<file path="src/rtl/can_bit_timing.sv">
// CAN bit timing recovery.
//
// Synchronizes the raw bus level, hard-syncs on a recessive-to-dominant edge
// while the bus is idle, and resynchronizes on later falling edges by up to
// SJW quanta. It samples the bit once per bit time at SAMPLE_POINT. Eleven
// consecutive recessive samples return the block to idle.
//
// Parameters:
//   CLKS_PER_BIT  clock cycles (time quanta) per CAN bit
//   SAMPLE_POINT  quantum index at which the bit is sampled (1..CLKS_PER_BIT-2)
//   SJW           synchronization jump width in quanta (1..4)
//
// Ports:
//   Clock_TB       in   system clock, rising edge
//   Reset          in   asynchronous, active-high reset
//   Rx_Input       in   raw bus level (1 = recessive, 0 = dominant), asynchronous
//   Sample_Strobe  out  one-cycle pulse in the sample cycle
//   Bit_Output     out  most recently sampled bit, held between strobes
//   Bus_Idle       out  high while the bus is idle
module can_bit_timing #(
    parameter int unsigned CLKS_PER_BIT = 10,
    parameter int unsigned SAMPLE_POINT = 7,
    parameter int unsigned SJW          = 1
) (
    input  logic Clock_TB,
    input  logic Reset,
    input  logic Rx_Input,
    output logic Sample_Strobe,
    output logic Bit_Output,
    output logic Bus_Idle
);

    localparam int unsigned TqWidth = (CLKS_PER_BIT > 2) ? $clog2(CLKS_PER_BIT) : 1;
    localparam logic [TqWidth-1:0] TqSample = TqWidth'(SAMPLE_POINT);
    localparam logic [TqWidth-1:0] TqLast   = TqWidth'(CLKS_PER_BIT - 1);
    localparam logic [TqWidth-1:0] TqOne    = TqWidth'(1);
    localparam logic [3:0]         IdleBits = 4'd11;

    typedef enum logic {StIdle, StRun} state_t;

    logic               sync_1;
    logic               rx_sync;
    logic               rx_prev;
    logic [1:0]         sync_valid;
    state_t             state;
    state_t             state_d;
    logic [TqWidth-1:0] tq_count;
    logic [TqWidth-1:0] tq_d;
    logic [3:0]         rec_count;
    logic [3:0]         rec_inc;
    logic               resync_used;
    logic               edge_det;
    logic               hard_sync;
    logic               resync_ok;
    logic               idle_hit;
    int unsigned        c;
    int unsigned        jump;
    int unsigned        early_sum;

    always_comb begin
        edge_det  = rx_prev & ~rx_sync;
        hard_sync = (state == StIdle) && edge_det;
        // Sample_Strobe is registered from the same next-state values, so it is
        // high exactly when state is RUN and tq_count == SAMPLE_POINT. The
        // strobe cycle opens a new resync window, so an edge in it is allowed
        // even if the previous window already used its resync.
        resync_ok = (state == StRun) && edge_det && (tq_count != '0) &&
                    (!resync_used || Sample_Strobe);
        rec_inc   = (rec_count == 4'hF) ? 4'hF : rec_count + 4'd1;
        idle_hit  = Sample_Strobe && rx_sync && (rec_inc >= IdleBits);

        c         = 32'(tq_count);
        jump      = 0;
        early_sum = 0;
        state_d   = state;
        tq_d      = '0;

        if (state == StIdle) begin
            // Hard sync: the edge cycle itself is quantum 0.
            if (edge_det) begin
                state_d = StRun;
                tq_d    = TqOne;
            end
        end else if (idle_hit) begin
            state_d = StIdle;
            tq_d    = '0;
        end else if (resync_ok) begin
            if (c <= SAMPLE_POINT) begin
                // Late edge: stretch the phase before the sample point.
                jump = (c < SJW) ? c : SJW;
                tq_d = TqWidth'(c + 1 - jump);
            end else begin
                // Early edge: skip ahead, shortening the current bit.
                jump      = ((CLKS_PER_BIT - c) < SJW) ? (CLKS_PER_BIT - c) : SJW;
                early_sum = c + 1 + jump;
                if (early_sum >= CLKS_PER_BIT) begin
                    early_sum = early_sum - CLKS_PER_BIT;
                end
                tq_d = TqWidth'(early_sum);
            end
        end else begin
            tq_d = (tq_count == TqLast) ? '0 : tq_count + TqOne;
        end
    end

    always_ff @(posedge Clock_TB or posedge Reset) begin
        if (Reset) begin
            sync_1        <= 1'b1;
            rx_sync       <= 1'b1;
            rx_prev       <= 1'b0;
            sync_valid    <= 2'b00;
            state         <= StIdle;
            tq_count      <= '0;
            rec_count     <= 4'd0;
            resync_used   <= 1'b0;
            Sample_Strobe <= 1'b0;
            Bit_Output    <= 1'b1;
            Bus_Idle      <= 1'b1;
        end else begin
            sync_1     <= Rx_Input;
            rx_sync    <= sync_1;
            sync_valid <= {sync_valid[0], 1'b1};
            // The reset value of the synchronizer is not a real bus level. Hold
            // the edge reference low until real data has reached rx_sync, so a
            // bus already dominant at reset release is not taken as an edge.
            rx_prev    <= sync_valid[1] & rx_sync;

            state         <= state_d;
            tq_count      <= tq_d;
            Sample_Strobe <= (state_d == StRun) && (tq_d == TqSample);

            if (Sample_Strobe) begin
                Bit_Output <= rx_sync;
                rec_count  <= rx_sync ? rec_inc : 4'd0;
            end

            if (hard_sync) begin
                Bus_Idle <= 1'b0;
            end else if (idle_hit) begin
                Bus_Idle <= 1'b1;
            end

            if (hard_sync || idle_hit) begin
                resync_used <= 1'b0;
            end else if (resync_ok) begin
                resync_used <= 1'b1;
            end else if (Sample_Strobe) begin
                resync_used <= 1'b0;
            end
        end
    end

endmodule
</file>
<file path="config.mk">
export PLATFORM = sky130hd
export DESIGN_NAME = can_bit_timing
export DESIGN_NICKNAME = d
export VERILOG_FILES = /design/src/rtl/can_bit_timing.sv
export SDC_FILE = /design/constraint.sdc
export NUM_CORES = 1
export LEC_CHECK = 0
export CORE_ASPECT_RATIO = 0.75
export CORE_MARGIN = 2
export CORE_UTILIZATION = 55
export CTS_CLUSTER_DIAMETER = 60
export DETAILED_ROUTE_END_ITERATION = 7
export DONT_BUFFER_PORTS = 1
export PLACE_DENSITY_LB_ADDON = 0.08
export SYNTH_ARGS = -nofsm -noshare
export SYNTH_HDL_FRONTEND = slang
export SYNTH_SLANG_ARGS = --single-unit
</file>
<file path="constraint.sdc">
create_clock -name Clock_TB -period 4.65 [get_ports Clock_TB]
set_clock_uncertainty 0.15 [all_clocks]
set_input_delay 0.465 -clock Clock_TB [delete_from_list [all_inputs] [get_ports Clock_TB]]
set_output_delay 0.465 -clock Clock_TB [all_outputs]
set_load 0.01 [all_outputs]
</file>
* Yosys cells after proc, flatten, opt, wreduce, memory -nomap -nowiden
Index checks and enable logic that the tools add are counted.
** Cells by class
- Muxes and demuxes :: 19
- Order comparisons :: 5
- $add $sub $neg :: 7
- Reductions and logical operators :: 13
- Equal/unequal tests :: 3
- Bitwise logic cells :: 4
** Operators by type and width (number)
- $mux 4 :: 9
- $add 5x32->32 :: 1
- $ge 32x4->1 const B :: 1
- $lt 32x1->1 const B :: 1
- $mux 32 :: 1
- $mux 1 :: 9
- $add 4x1->4 const B :: 2
- $eq 4x4->1 const B :: 2
- $logic_and 1x1->1 :: 7
- $add 4x1->5 const B :: 1
- $sub 4x4->5 const A :: 1
- $eq 4x3->1 const B :: 1
- $ge 4x4->1 const B :: 1
- $le 4x3->1 const B :: 1
- $lt 4x1->1 const B :: 1
- $reduce_bool 4->1 :: 1
- $sub 4x4->4 :: 1
- $sub 4x4->4 const B :: 1
- $reduce_bool 3->1 :: 1
- $and 1x1->1 :: 2
- $logic_or 1x1->1 :: 2
- $not 1->1 :: 2
- $reduce_bool 2->1 :: 1
- $logic_not 1->1 :: 1
** Word-level totals
- Output and inout bits :: 3
- Input bits :: 3
- Logic and storage cells :: 62
- Register bits after elaboration :: 18

* Longest topological paths before layout
Gate-level depths: netlist (run 1).
- Word-level depth :: 12
- Mapped depth :: 16
- Depth with buffers taken out :: 15

* Worst setup path before layout (run 1)
No wires, ideal clock.
- Path type :: flip-flop to flip-flop
- Start :: register tq_count[1]
- End :: register Sample_Strobe
- Setup time :: 0.096 ns
- Period minus slack after synthesis :: 3.867 ns
- Setup slack :: 0.783 ns
- Arrival :: 3.621 ns
- Data required time :: 4.404 ns
- Path buffers :: 0
- Cell stages (with the launch flop) :: 15
- Cells stage by stage :: dfrtp_1 ha_1 nor2b_1 or2_2 ha_1 and4b_1 a32o_1 o21a_1 nor2_1 ha_1 nand4_1 or3_4 or4_1 o311a_2 nor4_2
** Between the ends
- Cells in the longest elaborated chain, start to end :: 12
- Elaborated cells on any way between the ends :: 24
- Classes of those cells :: add/sub: 6; order compare: 4; eq/ne: 2; mux: 8; reduce/logical: 4
** RTL lines
- start, declared :: line 47 : logic [TqWidth-1:0] tq_count;
- start signal, assigned :: line 129 : tq_count <= tq_d;
- $sub 4x4->5 :: line 94 : jump = ((CLKS_PER_BIT - c) < SJW) ? (CLKS_PER_BIT - c) : SJW;
- $lt 32x1->1 :: line 94
- $mux 32 :: line 94
- $add 5x32->32 :: line 95 : early_sum = c + 1 + jump;
- $ge 32x4->1 / $sub 4x4->4 (equally long branches) :: line 96, 97
- $mux 4 :: line 96 : if (early_sum >= CLKS_PER_BIT) begin
- $mux 4 :: line 88 : if (c <= SAMPLE_POINT) begin
- $mux 4 * :: line 87 : end else if (resync_ok) begin
- $mux 4 * :: line 84 : end else if (idle_hit) begin
- $mux 4 * :: line 78 : if (state == StIdle) begin
- $eq 4x3->1 * :: line 130 : Sample_Strobe <= (state_d == StRun) && (tq_d == TqSample);
- $logic_and 1x1->1 * :: line 130
- end signal, assigned :: line 130
- end, declared :: line 28 : output logic Sample_Strobe,
Mark *: on every way between the ends. The rest lies on a longest branch, timed or not.
A chain may end at the register's enable or synchronous reset.

* Final worst setup path (run 1)
- Start :: register tq_count[0]
- End :: register Sample_Strobe
Same word-level chain as after synthesis.

==> results of run 1 <==
## cell families after synthesis
kind of cell,after synthesis,share of synthesized area
and+or+nand+nor,67,0.257
muxes,2,0.0134
other,2,0.00472
buffers and inverters,18,0.0440
DFF,18,0.286
AOI/OAI and AO/OA,44,0.184
adders and majority gates,24,0.189
xor gates and xnor gates,4,0.0220
## per-layer routing
layer | GRT usage | vias to the layer above | wire (um)
met2 | 0.327 | 31 | 1370
met3 | 0.0426 | 0 | 180
met1 | 0.363 | 629 | 1710
li1 | - | 670 | -
met5 | 0 | - | 0
met4 | 0 | 0 | 0
## metrics by stage
stage	cell area, um2	util	hold slack, ns	instances	setup slack (ns)
after floorplan	1660	-	0.181	197	0.783
after global placement	1690	0.629	0.183	229	0.547
after detailed placement	1690	0.629	0.197	229	0.444
after CTS	1740	0.649	0.0549	233	0.416
after global routing	1740	0.649	0.0451	233	0.172
final	1740	0.649	0.0438	233	0.414
## state kept, by name, indices dropped and copies added, names as in the netlist
signal	count
resync_used	1
sync_1	1
rx_sync	1
Bit_Output	1
tq_count	4
Sample_Strobe	1
rx_prev	1
Bus_Idle	1
rec_count	4
state	1
sync_valid	2
## cell usage after synthesis (3+ instances only)
| master | n | area, um2 |
|---|---|---|
| sky130_fd_sc_hd__dfstp_2 | 4 | 105 |
| sky130_fd_sc_hd__nor2b_1 | 5 | 31.3 |
| sky130_fd_sc_hd__nand2_1 | 12 | 45.0 |
| sky130_fd_sc_hd__a21oi_1 | 14 | 70.1 |
| sky130_fd_sc_hd__o21ai_0 | 10 | 50.1 |
| sky130_fd_sc_hd__nor2_1 | 6 | 22.5 |
| sky130_fd_sc_hd__nand3_1 | 8 | 40.0 |
| sky130_fd_sc_hd__nor3_1 | 3 | 15.0 |
| sky130_fd_sc_hd__and3_1 | 4 | 25.0 |
| sky130_fd_sc_hd__dfrtp_1 | 14 | 350 |
| sky130_fd_sc_hd__ha_1 | 24 | 300 |
| sky130_fd_sc_hd__inv_1 | 14 | 52.6 |
| sky130_fd_sc_hd__nand2b_1 | 6 | 37.5 |
## power by group through the flow
stage	logic [mW]	clock network, mW	registers (mW)
after floorplan	0.461	0	0.230
after global placement	0.526	0	0.262
after detailed placement	0.548	0	0.267
after CTS	0.553	0.127	0.265
after global routing	0.635	0.134	0.277
final	0.562	0.126	0.268
## cell type report
type | instances | area (um2)
multi-input cells | 161 | 1130
fillers | 227 | 941
flip-flops and latches | 18 | 455
clock buffers | 4 | 55.1
inverters | 14 | 52.6
well taps | 36 | 45.0
## how the worst max path moves through the flow
stage,slack (ns),to,cells past startpoint,from
after floorplan,0.78,Sample_Strobe,14,tq_count[1]
after global placement,0.55,Sample_Strobe,14,tq_count[0]
after detailed placement,0.44,Sample_Strobe,14,tq_count[0]
after CTS,0.42,Sample_Strobe,14,tq_count[0]
after global routing,0.17,Sample_Strobe,14,tq_count[0]
final,0.41,Sample_Strobe,14,tq_count[0]
==> results by stage, run 1 <==
Die:
- Measured along the x axis, the die boundary spans approximately 66 um.
- The core region area is 2680 um2.
- The count of boundary I/O pins is 6.
- The initial utilization of the core area, before any placement, comes to 0.593.
- The die area is 3340 um2.
- The number of placement rows is 16.
- The floorplan die height is around 50 um.

Pwr:
- The net switching power is 0.443 mW.
- The share of total power dissipated in combinational logic is 0.588.
- The share of total power dissipated in sequential elements is 0.280.
- The worst-case vdd ir drop is a little over 0.0003 V.
- In this run the power density over the cells is 549 nW/um2.
- Of the total power, the clock network draws 0.132.
- The static leakage power is between 0.8 and 0.9 nW.
- Of the total power, the share spent switching nets is 0.464.
- The internal power summed over all cells is around 0.51 mW.
- The total power is 0.955 mW.

Placed design:
- The number of buffer cells added on primary ports is 0.
- Summed over all nets, the half-perimeter wirelength after detailed placement is 2630 um.
- At the end of routability-driven placement, the weighted congestion stood at 0.843.

Route:
- The routed length per instance is 14.0 um.
- Dividing the detail-routed via count by the number of cells gives approximately 5.7.
- The total routed wirelength is about 3300 um.
- The number of design-rule violations left by the first detailed-router iteration is between 150 and 200.
- The first-pass detailed-route iteration total is 4.
- The number of routed nets with antenna violations is 0.
- The DRC violations left is 0.
- For this block, the via count after detailed routing is 1330.

Synthesis:
- The most used flip-flop cell after synthesis is sky130_fd_sc_hd__dfrtp_1.
- The synthesized netlist contains 53 unique library cells.
- Synthesis handed over a netlist of between 150 and 200 instances.
- The average instance in the mapped netlist occupies 8.89 um2.
- Counting flops and latches in the post-synthesis netlist gives 18.
- Counting flops with a built-in enable in the synthesized netlist gives 0.
- The proportion of synthesized flip-flops having asynchronous set or reset is 1.00.
- For this run, the register share of the synthesized area comes to 0.286.
- The cell area after technology mapping is 1590 um2.
- During synthesis, Yosys emitted a total of 0 warnings.

Clock tree:
- CTS placed an instance of sky130_fd_sc_hd__clkbuf_8 at the clock tree root.
- For this design, the CTS-stage hold fixing added 0 buffers.
- The CTS buffer count is 3.
- TritonCTS built the clock tree.
- The number of clock sinks seen by CTS is 18.
- The total setup buffers inserted after CTS is 0.
- In this run the number of H-tree levels came out at 1.
- The clock passes through at most 2 buffers.
- The clock insertion delay at the later pin of the skew report is approximately 0.25 ns.
- Clock-pin slew was measured on the worst setup and hold paths at 0.07 ns.
- Once the clock tree was built, the resizer swapped 0 gates to a different size.

Finish:
- The most frequent standard cell in the layout excluding fill and tap cells is sky130_fd_sc_hd__ha_1.
- From synthesis to final layout, the design area changed by 9.43%.
- The final net count is 225.
- In the layout the commonest cells are sky130_fd_sc_hd__ha_1, sky130_fd_sc_hd__conb_1, sky130_fd_sc_hd__dfrtp_1, sky130_fd_sc_hd__inv_1, sky130_fd_sc_hd__a21oi_1.
- The share of post-route cells with drive strength above 1 is 0.0812.
- The diode insertion count for antenna repair is 0.

STA:
- Of the available clock period, the critical path in the final layout requires 0.911.
- The max-slew violation count is 0.
- Setup total negative slack on the finished layout was measured at 0 ns.
- The worst pin sits at a relative slew slack of 0.557.
- The final-report hold violation count is 0.
- The time the final worst path needs with I/O delays and setup is about 4.2 ns.
- Setup violations remaining at the end of the flow were counted as 0.
- For the pin with the worst max-slew slack, the measured transition is 0.664 ns.
- For this run, the top clock speed supported by timing is roughly 0.24 GHz.
- Setup repair after global routing left no endpoint under its margin.

Global route:
- The number of global-route vias before repair is about 1.3k.
- The total global routing track utilization is 0.225.
- The initial antenna violation count was 0.
- The maximum number of pins on one net before global-route repair is 19.
- The wire length of the first global-routing pass is ~5800 um.
- The global route total overflow is 0.

Worst setup path:
- The critical path data arrival time is 4.24 ns.
- STA classifies the critical path endpoint as a register.
- The worst setup path is launched from a register.
- On the critical path, the stage with the largest delay is an instance of sky130_fd_sc_hd__or4_1.
- The maximum fanout encountered on the critical timing path is 13.
- For this run, the slowest stage of the critical path takes between 0.5 and 0.6 ns.
- Traced cell by cell, the critical path runs through ha_1 -> nor2b_1 -> or2_2 -> ha_1 -> and4b_1 -> a32o_1 -> o21a_1 -> nor2_1 -> ha_1 -> nand4_1 -> or3_4 -> or4_1 -> o311a_2 -> nor4_2.
- The critical path is of the register to register type.
- The largest delay contributor family on the critical path is simple AND/OR/NAND/NOR gates.
- The startpoint identified for the worst register-to-register timing path is tq_count[0].
- By instance count, the cell type seen most on the critical path is sky130_fd_sc_hd__ha_1.
- The worst setup slack for register-to-register paths is 0.41 ns.
- The capturing point of the worst reg2reg path is Sample_Strobe.
- The required time of the worst setup path is 4.66 ns.
- Measured in cells, the most critical reg-to-reg path has a length of 14.
- Counting both buffers and inverters, the worst setup path holds a total of 0.

Run:
- The total of max-cap violations is 0.

Status:
- The run finished with clean final reports.

Worst hold path:
- The path class of the lowest-slack min-delay path is primary input to async pin.
Power figures use the tool's default switching activity.
==> run 2, diff against run 1 <==
--- a/config.mk
+++ b/config.mk
@@ -15,3 +15,4 @@
 export SYNTH_ARGS = -nofsm -noshare
 export SYNTH_HDL_FRONTEND = slang
 export SYNTH_SLANG_ARGS = --single-unit
+export TNS_END_PERCENT = 10
==> results of run 2 <==
The final DEF is identical to that of run 1; final timing and power are the same.
==> run 3, diff against run 2 <==
--- a/config.mk
+++ b/config.mk
@@ -7,11 +7,10 @@
 export LEC_CHECK = 0
 export CORE_ASPECT_RATIO = 0.75
 export CORE_MARGIN = 2
-export CORE_UTILIZATION = 55
+export CORE_UTILIZATION = 45
 export CTS_CLUSTER_DIAMETER = 60
 export DETAILED_ROUTE_END_ITERATION = 7
 export DONT_BUFFER_PORTS = 1
-export PLACE_DENSITY_LB_ADDON = 0.08
 export SYNTH_ARGS = -nofsm -noshare
 export SYNTH_HDL_FRONTEND = slang
 export SYNTH_SLANG_ARGS = --single-unit
==> run 3 against run 2 <==
Compared with the run above: design area rose by 0.72%; critical path depth did not move; hold slack got worse by 0.0029 ns.
==> results by stage, run 3 (synthesized netlist as in run 1, its figures left out) <==
Finish:
- Leaving out fill and tap cells, the most frequent cells in the layout are sky130_fd_sc_hd__ha_1, sky130_fd_sc_hd__conb_1, sky130_fd_sc_hd__dfrtp_1, sky130_fd_sc_hd__inv_1, sky130_fd_sc_hd__a21oi_1.
- Leaving out fill and tap cells, the most frequent cell in the layout is sky130_fd_sc_hd__ha_1.
- From synthesis to final layout, the design area changed by 10.2%.
- The largest registers in the layout are rec_count x4, tq_count x4, sync_valid x2.
- The diode insertion count for antenna repair is 0.
- The final net count is 226.
- Once layout is complete, the cells apart from fillers number approximately 240.
- The share of post-route cells with drive strength above 1 is 0.0859.

Route:
- For this block, the initial DRC count from the detailed router was 64.
- The first-pass detailed-route iteration total is 4.
- After detailed routing, the average wire length per cell comes to between 10 and 15 um.
- The total routed wirelength is between 3000 and 4000 um.
- The routed via count is 1359.
- The DRC violations left is 0.
- The count of nets left with antenna violations once routing finished came out at 0.
- The number of vias per cell is 5.71.

Global route:
- Across every metal layer, demand over resource in global routing totals 0.184.
- The number of global-route vias before repair is 1241.
- The maximum number of pins on one net before global-route repair is 19.
- The initial antenna violation count was 0.
- The global route total overflow is 0.
- The first global-routing pass estimated 5880 um of wire.

STA:
- The max-slew violation count came to 0.
- The final setup TNS is 0 ns.
- Dividing the final minimum period by the clock period gives 0.890.
- At the pin with the least slew margin, the transition time is 0.659 ns.
- Setup violations remaining at the end of the flow were counted as 0.
- The final-report hold violation count is 0.
- The max-slew headroom at the worst pin is 0.560.
- The time the final worst path needs with I/O delays and setup is 4.14 ns.
- Derived from the worst setup path, the maximum achievable clock frequency is ~0.24 GHz.
- Setup repair after global routing left no endpoint under its margin.

Clock tree:
- The total setup buffers inserted after CTS is 0.
- The buffer type at the clock tree root is sky130_fd_sc_hd__clkbuf_8.
- TritonCTS built the clock tree.
- After clock tree synthesis, the repair step resized 0 gates.
- The clock reaches the later pin of the worst-skew pair after 0.25 ns.
- The depth of the CTS H-tree is 1.
- The maximum clock path buffer count is 2.
- The CTS buffer count is 3.
- The number of clock sinks seen by CTS is 18.
- The total of hold buffers inserted after clock tree synthesis is 0.
- The post-CTS clock slew at the launch and capture registers of the worst setup and hold paths is 0.07 ns.

Die:
- The floorplan die height is 55.5 um.
- The die area is 4030 um2.
- The die extent in x is 72.7 um.
- Pin placement for this block handled 6 I/O pins.
- The number of placement rows is 18.
- The initial core utilization is 0.477.
- The core region is 3330 um2.

Pwr:
- The power density of the placed cells is 548 nW/um2.
- IR analysis of the VDD net gives a maximum drop of 0.000234 V.
- In this run the static leakage power is 0.826 nW.

Placed design:
- The number of buffer cells added on primary ports is 0.
- After detailed placement, the design holds a cell count of 234.
- The routability congestion estimate is 0.817.
- Detailed placement ended at an HPWL of 2730 um.

Worst setup path:
- The worst flop-to-flop path startpoint is tq_count[1].
- The source of the critical timing path is tq_count[1].
- For this run, the slowest stage of the critical path takes ~0.52 ns.
- The element type at the critical path end is a register.
- The critical path's slowest cell is sky130_fd_sc_hd__or4_1.
- The worst setup path is launched from a register.
- By startpoint and endpoint, the worst setup path is classified as register to register.
- The capturing point of the worst reg2reg path is Sample_Strobe.
- For flop-to-flop paths, the worst setup slack is 0.51 ns.
- The cell seen most often among critical-path stages is sky130_fd_sc_hd__ha_1.
- The maximum fanout encountered on the critical timing path is 9.
- The largest delay contributor family on the critical path is simple AND/OR/NAND/NOR gates.
- The required time of the worst setup path is 4.66 ns.
- The endpoint of the worst setup timing path is Sample_Strobe.
- The buffers plus inverters on the worst setup path is 0.
- The critical path crosses 14 cells after its start point.
- The critical path goes through ha_1 -> nor2b_1 -> or2_2 -> ha_1 -> and4b_1 -> a32o_1 -> o21a_1 -> nor2_1 -> ha_1 -> nand4_1 -> or3_4 -> or4_1 -> o311a_2 -> nor4_2.
- The critical path data arrival time is 4.14 ns.
- The depth of the worst register-to-register path is 14.

Status:
- The run finished with clean final reports.

Worst hold path:
- The min-delay analysis places its worst path in the category primary input to async pin.

Run:
- Across the run, the number of max-cap violations was 0.
-- run 3: worst min path at each step --
stage,endpoint,start,slack (ns),depth (start not counted)
floorplan,sync_valid[1],sync_valid[0],0.18,0
global placement,sync_valid[1],sync_valid[0],0.19,0
detailed placement,rx_sync,sync_1,0.20,0
CTS,sync_1,Rx_Input,0.05,0
global route,sync_1,Rx_Input,0.04,0
finish,resync_used,Reset,0.04,1
-- run 3: power by group --
group	switching, mW	leakage (nW)	internal (mW)	total (mW)
sequential	0.0563	0.219	0.196	0.253
clock	0.0497	0.0288	0.0751	0.125
combinational	0.335	0.578	0.249	0.583
total	0.441	0.826	0.520	0.961
-- run 3: final cells by class --
type / instances / area (um2)
fillers: 336 / 1580
multi-input cells: 161 / 1130
flip-flops and latches: 18 / 455
clock buffers: 4 / 55.1
inverters: 14 / 52.6
well taps: 40 / 50.0
repair buffers: 1 / 7.51
-- run 3: metrics by stage --
stage	util	instance area, um2	total power [mW]	setup slack [ns]	hold slack [ns]
finish	0.526	1750	0.961	0.512	0.0408
global route	0.526	1750	1.06	0.294	0.0427
CTS	0.526	1750	0.950	0.523	0.0538
detailed placement	0.510	1700	0.818	0.537	0.200
global placement	0.510	1700	0.801	0.634	0.187
floorplan	-	1660	0.691	0.783	0.181
-- run 3: worst reg2reg max path, delay by kind of cell, from the launching register on --
family | cells | cell delay, ns
AND/OR/NAND/NOR | 8 | 2.03
adder cells (fa/ha/maj) | 3 | 0.77
AO/OA/AOI/OAI | 3 | 0.63
flip-flops | 1 | 0.47
-- run 3: routing by layer --
metal / share of wire / vias up / routed length [um] / GRT usage
met3: 0.048 / 6 / 162 / 0.0456
met5: 0 / - / 0 / 0
met4: 0.013 / 0 / 42 / 0.0317
met1: 0.51 / 649 / 1690 / 0.280
li1: - / 672 / - / -
met2: 0.43 / 32 / 1440 / 0.264
